==> src/rtl/adc_sample_assembler_if.sv <==
// Stream bundle around the sample assembler: 8-bit byte stream in, 16-bit tagged sample stream out.
// The master modport is the surrounding environment and the slave modport is the assembler.
interface adc_sample_assembler_if #(
   parameter int CH_W = 8
);
   logic [7:0]      s_axis_tdata;
   logic            s_axis_tvalid;
   logic            s_axis_tready;
   logic [15:0]     m_axis_tdata;
   logic [CH_W-1:0] m_axis_tuser;
   logic            m_axis_tlast;
   logic            m_axis_tvalid;
   logic            m_axis_tready;

   modport master (
      output s_axis_tdata,
      output s_axis_tvalid,
      input  s_axis_tready,
      input  m_axis_tdata,
      input  m_axis_tuser,
      input  m_axis_tlast,
      input  m_axis_tvalid,
      output m_axis_tready
   );

   modport slave (
      input  s_axis_tdata,
      input  s_axis_tvalid,
      output s_axis_tready,
      output m_axis_tdata,
      output m_axis_tuser,
      output m_axis_tlast,
      output m_axis_tvalid,
      input  m_axis_tready
   );
endinterface

==> src/rtl/adc_sample_assembler.sv <==
// Packs SPI ADC bytes into samples, extracts the sample field, tags each with a round-robin
// channel index and flags the last channel of a frame; counts completed frames.
module adc_sample_assembler #(
   parameter int BYTES_PER_SAMPLE = 2,
   parameter int SAMPLE_BITS      = 12,
   parameter int SAMPLE_SHIFT     = 0,
   parameter int NUM_CHANNELS     = 8,
   parameter int MSB_FIRST        = 1,
   parameter int CH_W             = 8
) (
   input  logic                 clk,
   input  logic                 rst,
   input  logic                 enable,
   adc_sample_assembler_if.slave bus,
   output logic [15:0]          frame_count,
   output logic                 busy
);
   localparam int RAW_W = 8 * BYTES_PER_SAMPLE;
   localparam int BC_W  = 2;
   localparam logic [BC_W-1:0] LAST_BYTE = BC_W'(BYTES_PER_SAMPLE - 1);
   localparam logic [CH_W-1:0] LAST_CH   = CH_W'(NUM_CHANNELS - 1);

   logic [BC_W-1:0]  byte_cnt_reg;
   logic [CH_W-1:0]  ch_cnt_reg;
   logic [RAW_W-1:0] raw_reg;
   logic [RAW_W-1:0] raw_next;
   logic [15:0]      sample_next;
   logic [15:0]      tdata_reg;
   logic [CH_W-1:0]  tuser_reg;
   logic             tlast_reg;
   logic             tvalid_reg;
   logic [15:0]      frame_reg;

   logic last_byte;
   logic s_ready;
   logic byte_accept;
   logic out_accept;

   // Only the byte that completes a sample needs somewhere to go, so only it can stall.
   assign last_byte   = (byte_cnt_reg == LAST_BYTE);
   assign s_ready     = !rst && (!enable || !last_byte || !tvalid_reg || bus.m_axis_tready);
   assign byte_accept = bus.s_axis_tvalid && s_ready;
   assign out_accept  = tvalid_reg && bus.m_axis_tready;

   generate
      if (RAW_W == 8) begin : g_raw_single
         assign raw_next = bus.s_axis_tdata;
      end else if (MSB_FIRST != 0) begin : g_raw_msb
         assign raw_next = {raw_reg[RAW_W-9:0], bus.s_axis_tdata};
      end else begin : g_raw_lsb
         assign raw_next = {bus.s_axis_tdata, raw_reg[RAW_W-1:8]};
      end
   endgenerate

   genvar gi;
   generate
      for (gi = 0; gi < 16; gi++) begin : g_field
         if (gi < SAMPLE_BITS) begin : g_bit
            assign sample_next[gi] = raw_next[SAMPLE_SHIFT + gi];
         end else begin : g_zero
            assign sample_next[gi] = 1'b0;
         end
      end
   endgenerate

   always_ff @(posedge clk) begin
      if (rst) begin
         byte_cnt_reg <= '0;
         ch_cnt_reg   <= '0;
         raw_reg      <= '0;
         tdata_reg    <= '0;
         tuser_reg    <= '0;
         tlast_reg    <= 1'b0;
         tvalid_reg   <= 1'b0;
         frame_reg    <= '0;
      end else begin
         if (out_accept) begin
            tvalid_reg <= 1'b0;
            if (tlast_reg) begin
               frame_reg <= frame_reg + 16'd1;
            end
         end
         // While disabled the byte stream is drained and dropped; the output register still drains.
         if (!enable) begin
            byte_cnt_reg <= '0;
            ch_cnt_reg   <= '0;
            raw_reg      <= '0;
         end else if (byte_accept) begin
            raw_reg <= raw_next;
            if (last_byte) begin
               byte_cnt_reg <= '0;
               tdata_reg    <= sample_next;
               tuser_reg    <= ch_cnt_reg;
               tlast_reg    <= (ch_cnt_reg == LAST_CH);
               tvalid_reg   <= 1'b1;
               if (ch_cnt_reg == LAST_CH) begin
                  ch_cnt_reg <= '0;
               end else begin
                  ch_cnt_reg <= ch_cnt_reg + CH_W'(1);
               end
            end else begin
               byte_cnt_reg <= byte_cnt_reg + BC_W'(1);
            end
         end
      end
   end

   assign bus.s_axis_tready = s_ready;
   assign bus.m_axis_tdata  = tdata_reg;
   assign bus.m_axis_tuser  = tuser_reg;
   assign bus.m_axis_tlast  = tlast_reg;
   assign bus.m_axis_tvalid = tvalid_reg;
   assign frame_count       = frame_reg;
   assign busy              = (byte_cnt_reg != '0) || tvalid_reg;
endmodule
==> src/flat_wrapper.sv <==
// flat-port wrapper written by rule: the top's interface ports become plain ports
module adc_sample_assembler_flat 
#(
   parameter int BYTES_PER_SAMPLE = 2,
   parameter int SAMPLE_BITS      = 12,
   parameter int SAMPLE_SHIFT     = 0,
   parameter int NUM_CHANNELS     = 8,
   parameter int MSB_FIRST        = 1,
   parameter int CH_W             = 8
)
  (clk, rst, enable, frame_count, busy, bus_s_axis_tdata, bus_s_axis_tvalid, bus_s_axis_tready, bus_m_axis_tdata, bus_m_axis_tuser, bus_m_axis_tlast, bus_m_axis_tvalid, bus_m_axis_tready);
  adc_sample_assembler_if #(.CH_W(CH_W)) bus_i ();
  input  logic clk;
  input  logic rst;
  input  logic enable;
  output logic [15:0] frame_count;
  output logic busy;
  input wire logic [$bits(bus_i.s_axis_tdata)-1:0] bus_s_axis_tdata;
  input wire logic [$bits(bus_i.s_axis_tvalid)-1:0] bus_s_axis_tvalid;
  output wire logic [$bits(bus_i.s_axis_tready)-1:0] bus_s_axis_tready;
  output wire logic [$bits(bus_i.m_axis_tdata)-1:0] bus_m_axis_tdata;
  output wire logic [$bits(bus_i.m_axis_tuser)-1:0] bus_m_axis_tuser;
  output wire logic [$bits(bus_i.m_axis_tlast)-1:0] bus_m_axis_tlast;
  output wire logic [$bits(bus_i.m_axis_tvalid)-1:0] bus_m_axis_tvalid;
  input wire logic [$bits(bus_i.m_axis_tready)-1:0] bus_m_axis_tready;
  assign bus_i.s_axis_tdata = bus_s_axis_tdata;
  assign bus_i.s_axis_tvalid = bus_s_axis_tvalid;
  assign bus_s_axis_tready = bus_i.s_axis_tready;
  assign bus_m_axis_tdata = bus_i.m_axis_tdata;
  assign bus_m_axis_tuser = bus_i.m_axis_tuser;
  assign bus_m_axis_tlast = bus_i.m_axis_tlast;
  assign bus_m_axis_tvalid = bus_i.m_axis_tvalid;
  assign bus_i.m_axis_tready = bus_m_axis_tready;
  adc_sample_assembler #(.BYTES_PER_SAMPLE(BYTES_PER_SAMPLE), .SAMPLE_BITS(SAMPLE_BITS), .SAMPLE_SHIFT(SAMPLE_SHIFT), .NUM_CHANNELS(NUM_CHANNELS), .MSB_FIRST(MSB_FIRST), .CH_W(CH_W)) u_core (.clk(clk), .rst(rst), .enable(enable), .bus(bus_i), .frame_count(frame_count), .busy(busy));
endmodule
==> config.mk <==
export PLATFORM = sky130hd
export DESIGN_NAME = adc_sample_assembler_flat
export DESIGN_NICKNAME = d
export VERILOG_FILES = /design/src/rtl/adc_sample_assembler_if.sv /design/src/rtl/adc_sample_assembler.sv /design/src/flat_wrapper.sv
export SDC_FILE = /design/constraint.sdc
export NUM_CORES = 1
export LEC_CHECK = 0
export ABC_AREA = 0
export BUFFER_PORTS_ARGS = -buffer_cell sky130_fd_sc_hd__buf_2
export CAP_MARGIN = 20
export CORE_MARGIN = 4
export CORE_UTILIZATION = 45
export DETAILED_ROUTE_END_ITERATION = 7
export GPL_TIMING_DRIVEN = 1
export PLACE_DENSITY = 0.7
export SETUP_SLACK_MARGIN = 0.2
export SLEW_MARGIN = 20
export SYNTH_ARGS = -nofsm -noshare
export SYNTH_HDL_FRONTEND = slang
export SYNTH_SLANG_ARGS = --single-unit
==> constraint.sdc <==
create_clock -name clk -period 2 [get_ports clk]
set_input_delay 0.2 -clock clk [delete_from_list [all_inputs] [get_ports clk]]
set_output_delay 0.2 -clock clk [all_outputs]
set_load 0.05 [all_outputs]
# [Word-level counts from Yosys, hierarchy flattened]
# Index checks and enable logic that the tools add are counted.
[op_classes] add_sub_neg=3 n_eq_ne=2 n_mux=6 bitwise=1 reduce_logical=16
[ops] cell="adder 16 x 1 -> 16 bit, second input constant" count=1
[ops] cell="adder 8 x 1 -> 8 bit, second input constant" count=1
[ops] cell="== test 8 x 3 -> 1 bit, second input constant" count=1
[ops] cell="two-way mux 8 bit" count=1
[ops] cell="zero test 1 bit" count=4
[ops] cell="logical OR 1 bit" count=4
[ops] cell="two-way mux 1 bit" count=4
[ops] cell="AND reduction 2 bit" count=2
[ops] cell="logical AND 1 bit" count=3
[ops] cell="AND reduction 3 bit" count=1
[ops] cell="adder 2 x 1 -> 2 bit, second input constant" count=1
[ops] cell="== test 2 x 1 -> 1 bit, second input constant" count=1
[ops] cell="two-way mux 2 bit" count=1
[ops] cell="nonzero test 2 bit" count=1
[ops] cell="OR reduction 2 bit" count=1
[ops] cell="NOT 1 bit" count=1
[totals] register_bits=52 out_inout_bits=44

# [Depth between registers and ports, before layout]
[depth] depth_word=9 depth_mapped=6

# [Least setup slack after synthesis]
# No wires, ideal clock.
[synth_timing] kind="flip-flop to flip-flop" startpoint="register u_core.frame_reg[5] (netlist: u_core.frame_count[5])" endpoint="register u_core.frame_reg[13] (netlist: u_core.frame_count[13])" setup_ns=0.070 t_arrival_ns=1.850 required_time_ns=1.930 slack_ns=0.079 path_stages_with_launch=5 path_buffers=0 synth_period_minus_slack_ns=1.921 path_cell_list="dfxtp_1 and4_1 nand3_1 or4_1 a21oi_1"
[synth_via] elab_chain_len=1
[synth_lines] item="from (decl)" line="adc_sample_assembler.sv:32" text="logic [15:0] frame_reg;"
[synth_lines] item="from (signal assigned)" line="adc_sample_assembler.sv:80" text="frame_reg <= frame_reg + 16'd1;"
[synth_lines] item="adder 16 x 1 -> 16 bit" line="adc_sample_assembler.sv:80"
# Every way passes these cells.
# A chain may end at the register's enable or synchronous reset.

# [Worst setup path after layout]
[layout_timing] startpoint="register u_core.byte_cnt_reg[0]" endpoint="register u_core.tlast_reg (netlist: u_core.bus.m_axis_tlast)"
[layout_via] elab_chain_len=8
[layout_lines] item="from (decl)" line="adc_sample_assembler.sv:23" text="logic [BC_W-1:0] byte_cnt_reg;"
[layout_lines] item="from (signal assigned)" line="adc_sample_assembler.sv:102" text="byte_cnt_reg <= byte_cnt_reg + BC_W'(1);"
[layout_lines] item="== test 2 x 1 -> 1 bit *" line="adc_sample_assembler.sv:40" text="assign last_byte = (byte_cnt_reg == LAST_BYTE);"
[layout_lines] item="zero test 1 bit" line="adc_sample_assembler.sv:41" text="assign s_ready = !rst && (!enable || !last_byte || !tvalid_reg || bus.m_axis_tready);"
[layout_lines] item="logical OR 1 bit (3 in series)" line="adc_sample_assembler.sv:41"
[layout_lines] item="logical AND 1 bit" line="adc_sample_assembler.sv:41"
[layout_lines] item="logical AND 1 bit" line="adc_sample_assembler.sv:42" text="assign byte_accept = bus.s_axis_tvalid && s_ready;"
[layout_lines] item="AND reduction 3 bit (no source line) *"
[layout_lines] item="to (signal assigned)" line="adc_sample_assembler.sv:94" text="tlast_reg <= (ch_cnt_reg == LAST_CH);"
[layout_lines] item="to (decl)" line="adc_sample_assembler.sv:30" text="logic tlast_reg;"
# Mark *: on every way between the ends. The rest lies on a longest branch, timed or not.

==> qor.yml <==
run_status: "finished clean"
io_buffer_count: 52
die_h_microns: 77.5
power.density_nw_per_um2: 675
finalHoldViolCount: 0
synth_warnings: 0
place_congestion: 0.820
clkSlewWorstSetupHoldPaths_ns: 0.09
dpl_cell_area_sq_um: 2470
synth.distinct_cells: 32
hpwl_microns: 3170
hp-class: "in2reg"
cp.arrival_ns: 1.93
io-pin-count: 57
synthCells: 226
cp_num_buf_inv: 0
cts-root-buf: "clkbuf_8"
critPathKind: "reg2reg"
wire_per_inst_microns: 13.2
grt_pass1_vias: 1687
start_util_pct: 46.3
die_w_microns: 77.5
drt_iter0_markers: 72
required_ns: 2.23
core_area_sq_um: 4690
synth_edf_count: 0
grt_pass1_wl_microns: 7450
cap_violations: 0
fin_setup_tns_ns: 0
grt_use_total_pct: 15.3
fmax_ghz: 0.590
period_needed_ns: 1.69
crit_chain: "and4bb_4 > nand3_2 > or4_1 > a21oi_1"
synthTopCellsByCount: "dfxtp_1 (52), nor2_1 (43), mux2i_1 (25)"
finClkSkew_ns: 0.00640
seq_power_share_pct: 59.7
rsz0062_at_grt: "no"
grt_max_degree: 42
diodes: 0
antenna_found_initial: 0
cts_buffers: 5
grt_remaining_overflow: 0
synth_seq_area_share_pct: 47.9
cts_tree: "built"
drc: 0
nets: 293
yosysTopAreaCellShare_pct: 47.9
async_flop_share_pct: 0
postLayoutCellArea_sq_um: 2580
clock_latency_ns: 0.30
synth_top_flop_cell: "dfxtp_1"
setup_viol: 0
power_frac_comb_pct: 5.0
detail-route-antenna-nets: 0
drive_gt1_share_pct: 28.7
p_leak_nw: 1.25
p_int_mw: 1.34
netlist_area_sq_um: 2170
clockBufferDepth: 2
clkPwrFrac_pct: 35.3
routed_wl_microns: 4380
cts_num_sinks: 52
p_sw_mw: 0.399
critPathLaunchType: "flip-flop"
yosys-top-cells-area: "dfxtp_1 (48%), mux2i_1 (12%), nor2_1 (7.4%)"
postLayoutCoreUtil_pct: 55.0
synth_top_cell_by_area: "dfxtp_1"
yosysMostFrequentCell: "dfxtp_1"
drt_pre_antenna_iters: 4
rows: 25
p_sw_share_pct: 22.9
die_area_sq_um: 6010
htree_levels: 2
fin_crit_sh_pct: 84.7
crit_slowest_cell: "or4_1"
avgViaCountPerCell: 5.23
vdd_drop_max_uv: 310
cpLargestDelayFamily: "simple AND/OR/NAND/NOR gates"
path_max_fanout: 8
num_vias: 1742
area_growth_pct: 18.7
fin_hold_ws_ns: 0.124
endpoint_kind: "flip-flop"
slowest_delay_ns: 0.55
cts_setup_buffers: 0
slew_violations: 0
syn_avg_cell_area_sq_um: 9.62
synth-seq-cells: 52
largest_reg_flops: 16
==> timing repair <==
item	4_1_cts	5_1_grt
setup endpoints to repair	0	24
resized for setup	0	4
hold buffers	0	0
hold endpoints to repair	0	0
==> metrics by stage <==
stage | power [mW] | instances | worst slack [ns]
6_report | 1.74 | 333 | 0.305
5_1_grt | 1.83 | 333 | 0.214
4_1_cts | 1.77 | 333 | 0.201
3_5_place_dp | 1.15 | 325 | 0.202
3_3_place_gp | 1.15 | 325 | 0.283
2_1_floorplan | 1.13 | 229 | 0.239
==> cells by family (layout without fill, tap and decap cells) <==
group                      after synthesis  count (layout)  share of synthesized area (%)
AOI/OAI and AO/OA                       20              20                           6.51
other                                    1               4                          0.173
xor gates and xnor gates                16              16                           6.45
muxes                                   25              25                           11.5
and+or+nand+nor                         94              94                           22.4
adders and majority gates                2               2                           1.15
DFF                                     52              52                           47.9
buffers and inverters                   16              66                           3.91
==> layer usage <==
metal	routed length (microns)	global-route usage, %
met5	0	0
met4	60	5.69
met3	240	4.76
met2	2040	25.8
met1	2040	18.3
==> power by group through the flow <==
stage               Combinational [mW]  Clock (mW)  Sequential [mW]
finish                          0.0867       0.615             1.04
global route                    0.0936       0.690             1.04
CTS                             0.0871       0.647             1.04
detailed placement              0.0869           0             1.06
global placement                0.0872           0             1.06
floorplan                       0.0641           0             1.07
==> path summary, 6_finish.rpt <==
| kind | from | to | slack [ns] | cells past startpoint |
|---|---|---|---|---|
| setup / recovery | u_core.byte_cnt_reg[0] | u_core.bus.m_axis_tlast | 0.31 | 4 |
| hold / removal | bus_s_axis_tdata[4] | u_core.bus.m_axis_tdata[4] | 0.12 | 3 |
| setup reg to reg | u_core.byte_cnt_reg[0] | u_core.bus.m_axis_tlast | 0.31 | 4 |
| hold reg to reg | u_core.byte_cnt_reg[1] | u_core.byte_cnt_reg[1] | 0.46 | 2 |
==> placed cells by master, fill, tap and decap left out, types with 2 or more instances in the layout <==
cell | synthesis | layout
buf_4 | 6 | 3
xor2_1 | 16 | 16
nand2_1 | 6 | 6
and3_1 | 4 | 4
nand4_1 | 7 | 7
dfxtp_2 | 0 | 9
a21oi_1 | 10 | 10
nand3_2 | 2 | 3
clkinvlp_4 | 0 | 2
o31ai_1 | 5 | 5
mux2i_1 | 25 | 25
inv_1 | 3 | 3
or3_1 | 2 | 2
or4_1 | 7 | 7
clkbuf_8 | 0 | 6
o21ai_0 | 2 | 2
conb_1 | 1 | 4
dfxtp_1 | 52 | 43
nand2b_1 | 3 | 3
nor2_1 | 43 | 43
ha_1 | 2 | 2
buf_2 | 2 | 52
nand3_1 | 11 | 10
==> worst register-to-register path, stage by stage, from the launching register on <==
cell	delay, ns
dfxtp_1	0.41
and4bb_4	0.33
nand3_2	0.20
or4_1	0.55
a21oi_1	0.14
==> cell type report <==
type                       count  area [sq um]
clock buffer                   6          82.6
clock inverter                 2          15.0
fill                         452          2110
inverter                       3          11.3
multi-input combinational    161          1070
sequential                    52          1050
tap                           54          67.6
timing repair buffer          55           283
No activity file was read; power rests on OpenSTA's default activity.
